### config.mk
export PLATFORM = sky130hd
export DESIGN_NAME = seq_detector_param
export DESIGN_NICKNAME = d
export VERILOG_FILES = /design/src/rtl/seq_detector_param.sv
export SDC_FILE = /design/constraint.sdc
export NUM_CORES = 1
export LEC_CHECK = 0
export ABC_CLOCK_PERIOD_IN_PS = 2000
export CAP_MARGIN = 0
export CORE_MARGIN = 5
export CORE_UTILIZATION = 25
export DETAILED_ROUTE_END_ITERATION = 16
export PLACE_DENSITY_LB_ADDON = 0.12
export SLEW_MARGIN = 20
export SYNTH_ARGS = -nofsm -noshare
export SYNTH_HDL_FRONTEND = slang
export SYNTH_SLANG_ARGS = --single-unit
### constraint.sdc
create_clock -name clk -period 2 [get_ports clk]
set_clock_uncertainty 0.15 [all_clocks]
set_input_delay 0.2 -clock clk [delete_from_list [all_inputs] [get_ports clk]]
set_output_delay 0.2 -clock clk [all_outputs]
set_load 0.1 [all_outputs]
### src/rtl/seq_detector_param.sv
// seq_detector_param: runtime-programmable N-bit serial pattern detector.
// Optional SEQDET_MASK_EN adds a per-bit don't-care mask loaded with the pattern.
module seq_detector_param #(
    parameter int             N       = 4,
    parameter logic [N-1:0]   DEF_PAT = N'(4'b0110),
    parameter int             CNT_W   = 8
) (
    input  logic             clk,
    input  logic             rst,
    input  logic             en,
    input  logic             x,
    input  logic             overlap,
    input  logic             load,
    input  logic [N-1:0]     pattern_in,
`ifdef SEQDET_MASK_EN
    input  logic [N-1:0]     mask_in,
`endif
    output logic             z,
    output logic [CNT_W-1:0] match_cnt,
    output logic             filled
);

    localparam int            FW   = $clog2(N + 1);
    localparam logic [FW-1:0] FULL = FW'(N);

    typedef enum logic {
        FILL = 1'b0,
        HUNT = 1'b1
    } state_e;

    state_e           state_q, state_d;
    logic [N-1:0]     hist_q, hist_d;
    logic [N-1:0]     pat_q, pat_d;
    logic [FW-1:0]    fill_q, fill_d;
    logic [CNT_W-1:0] cnt_q, cnt_d;
    logic             z_q, z_d;

    logic [N-1:0]     h_next;
    logic [FW-1:0]    f_next;
    logic [N-1:0]     cur_mask;
    logic             hit;

`ifdef SEQDET_MASK_EN
    logic [N-1:0]     mask_q, mask_d;

    assign cur_mask = mask_q;

    // Mask register, loaded together with the pattern.
    always_ff @(posedge clk or posedge rst) begin
        if (rst) mask_q <= '1;
        else     mask_q <= mask_d;
    end

    // Mask follows load, otherwise holds.
    always_comb begin
        mask_d = mask_q;
        if (load) mask_d = mask_in;
    end
`else
    assign cur_mask = '1;
`endif

    // Candidate history, fill level and match for a qualified sample.
    always_comb begin
        h_next = {hist_q[N-2:0], x};
        f_next = (fill_q == FULL) ? fill_q : fill_q + FW'(1);
        hit    = (f_next == FULL) &&
                 (((h_next ^ pat_q) & cur_mask) == '0);
    end

    // State registers; reset drops partial history and the pattern.
    always_ff @(posedge clk or posedge rst) begin
        if (rst) begin
            state_q <= FILL;
            hist_q  <= '0;
            pat_q   <= DEF_PAT;
            fill_q  <= '0;
            cnt_q   <= '0;
            z_q     <= 1'b0;
        end else begin
            state_q <= state_d;
            hist_q  <= hist_d;
            pat_q   <= pat_d;
            fill_q  <= fill_d;
            cnt_q   <= cnt_d;
            z_q     <= z_d;
        end
    end

    // Next state: load beats sampling; a non-overlap match restarts the fill.
    always_comb begin
        hist_d = hist_q;
        pat_d  = pat_q;
        fill_d = fill_q;
        cnt_d  = cnt_q;
        z_d    = 1'b0;
        if (load) begin
            pat_d  = pattern_in;
            fill_d = '0;
            cnt_d  = '0;
        end else if (en) begin
            hist_d = h_next;
            z_d    = hit;
            fill_d = (hit && !overlap) ? '0 : f_next;
            if (hit && (cnt_q != '1)) cnt_d = cnt_q + CNT_W'(1);
        end
        state_d = (fill_d == FULL) ? HUNT : FILL;
    end

    assign z         = z_q;
    assign match_cnt = cnt_q;
    assign filled    = (state_q == HUNT);

endmodule

==> results.md <==
- Most common cell in the synthesized netlist: dfrtp_1
- Hold Vio Cnt, Final: 0
- Peak Freq: 479 MHz
- Row Count: 24
- Initial antenna violation count: 0
- Most frequent cells after synthesis: 18 x dfrtp_1, 12 x nand2_1, 9 x nor2_1
- Area grow syn2layout: 45.1%
- Met1 wire length: 1.25 mm
- Comb power frac: 16.3%
- Synth area leader: dfrtp_1
- Worst ir drop on vdd: 0.000328 V
- Async S/R FF share, synth: 100%
- CTS sink count: 20
- Die Area: 5770 um^2
- Hold_buf cts: 0
- DRC viols: 0
- Die X: 76.0 um
- # diodes: 0
- Yosys reg bits: 20
- CP Capture Type: flip-flop
- Final setup violating endpoints: 6
- Library cells used by synthesis: 38
- Crit Path Class: reg2reg
- Post-layout worst setup margin: -0.0858 ns
- Post-Syn Nets: 122
- First-pass GRT wire length: 4.42 mm
- Vias in the first global route: 902
- Per-cell routed wire length: 13.0 um
- Vias: 867
- Clock period minus worst slack: 2.09 ns
- Lkg Pwr: 0.663 nW
- Root buf cell: clkbuf_8
- GRT Residual Overflow: 0
- Router iterations before antenna repair: 4
- Pwr/cell area: 655 nW/um^2
- Synth Warn #: 0
- Worst Hold Class: in2async
- Failing checks: negative setup slack
- WP data required: 2.04 ns
- Routed wire length: 2.54 mm
- DR WL met3: 39 um
- Crit share post-route: 104%
- Bufs on Longest Clock Path: 2
- Max-Cap Viols: 0
- Clk Latency, worst-skew pair: 0.27 ns
- Top Layer Used: met4
- Seq pwr share: 43.1%
- Slew margin rel.: 77.1%
- Post-synth top flop: dfrtp_1
- H-tree levels: 1
- Data arrival, critical path: 2.12 ns
- Max-slew violations: 0
- Worst-path clk slew: 0.09 ns
- Top cells by area, synth: dfrtp_1 41%, mux2_2 6.2%, dfstp_2 4.8%, nand2_1 4.1%, ha_1 3.5%
- Crit Path Max Fanout: 6
- CTS tree: done
- Post-route ant nets: 0
- Status: complete, but fails checks
- Placement Setup Slack: -0.133 ns
- GRT Util Overall: 9.24%
- Clock network fraction of total power: 40.6%
- First DRT Iteration DRCs: 42
- RSZ-0062 raised after global routing: yes
- Syn Inst Count: 109
- Vias per Instance: 4.45
- I/O Buffers: 19
- Worst hold slack: 0.105 ns
- Top cell type's share of synthesized area: 41.4%
- Die Y: 76.0 um
- Io pins: 20
- Detailed Place HPWL: 1.81 mm
- Seq/Total Area, Yosys: 46.3%
- Avg Inst Size Synth: 9.98 um^2
- CTS buffer count: 3
- RePlAce Congestion: 0.724
- Met2 WL: 1.23 mm
- Internal: 0.784 mW
- Switching Share: 24.2%
- Starting Density: 25.3%
- Share of layout cells above drive strength 1: 42.0%
- Nets: 157
- Sw Pwr: 0.250 mW
- Core ar.: 4290 um^2
- EDFF count, synth: 0
- Worst Tran Pin Value: 0.343 ns
- Maximum number of pins on one net before global-route repair: 21
- Netlist Area Pre-Place: 1090 um^2
- Crit path launch type: flip-flop
[cell type report]
class                           count  area, um^2
Clock buffer                        3        41.3
Fill cell                         448        2720
Timing Repair Buffer               34         282
Sequential cell                    20         518
Multi-Input combinational cell     80         623
Clock inverter                      1        30.0
Tap cell                           52        65.1
Inverter                            5        18.8
[power by group through the flow]
stage | Clock [mW] | Combinational (mW) | Sequential, mW
6_report | 0.419 | 0.169 | 0.446
5_1_grt | 0.442 | 0.187 | 0.450
4_1_cts | 0.430 | 0.165 | 0.446
3_5_place_dp | 0 | 0.159 | 0.454
3_3_place_gp | 0 | 0.156 | 0.453
2_1_floorplan | 0 | 0.0968 | 0.454
[registers in the layout (all words and copies together) (netlist names)]
signal and flops:
match_cnt 8, pat_q 4, fill_q 3, hist_q 3
filled 1, z 1
[placed cells by master (no fill, tap or decap), types with 3 or more instances in the layout]
cell,netlist,layout
dfrtp_1,18,10
inv_1,5,3
and3_1,3,3
clkdlybuf4s50_1,0,9
a21oi_1,5,3
nand3_1,4,4
nand2b_1,4,4
clkbuf_8,0,3
nor2_1,9,9
xor2_1,4,4
mux2_2,6,5
nand2_1,12,12
buf_4,0,24
dfrtp_2,0,6
[what timing repair did]
| action | in CTS | in global routing |
|---|---|---|
| resized for setup | 8 | 5 |
| pin swaps | 7 | 3 |
| buffers inserted | 3 | 0 |
| setup endpoints to repair | 8 | 10 |
[per-stage QoR]
stage	TNS, ns	std cells	cell area, um^2	total power [mW]	utilization [%]
global route	-1.48	195	1580	1.08	36.7
detailed placement	-0.594	188	1440	0.613	33.4
finish	-0.357	195	1580	1.03	36.7
floorplan	-0.0122	109	1140	0.551	-
CTS	-0.582	195	1560	1.04	36.2
global placement	-0.608	188	1440	0.609	33.4
[layer usage]
| metal | global-route usage [%] | up-vias |
|---|---|---|
| met5 | 0 | - |
| met4 | 3.74 | 0 |
| met3 | 1.78 | 2 |
| met2 | 14.6 | 9 |
| met1 | 12.3 | 410 |
| li1 | - | 446 |
[critical path, cell delays in order (launching register included)]
cell,delay (ns)
dfrtp_1,0.42
inv_2,0.09
ha_4,0.22
nor4b_4,0.24
o21a_1,0.18
o21ai_4,0.09
or4_1,0.49
a21oi_1,0.13
[worst paths after layout]
check,from,endpoint,slack [ns],cells after the start
worst max-delay path,fill_q[0],match_cnt[5],-0.09,7
worst min-delay path,rst,pat_q[0],0.10,3
worst max register to register,fill_q[0],match_cnt[5],-0.09,7
worst min register to register,hist_q[2],hist_q[2],0.35,2
max in group asynchronous,rst,pat_q[1],1.32,3
min in group clk,hist_q[2],hist_q[2],0.35,2
[cell families after synthesis]
kind of cell | after synthesis | share of synthesized area, %
AND/OR/NAND/NOR | 50 | 26.5
buffers and inverters | 9 | 3.80
XOR/XNOR | 5 | 4.03
multiplexers | 7 | 7.13
flip-flops | 20 | 46.3
adder cells (fa/ha/maj) | 3 | 3.45
AO/OA/AOI/OAI | 15 | 8.86
No activity file was read; power rests on OpenSTA's default activity.
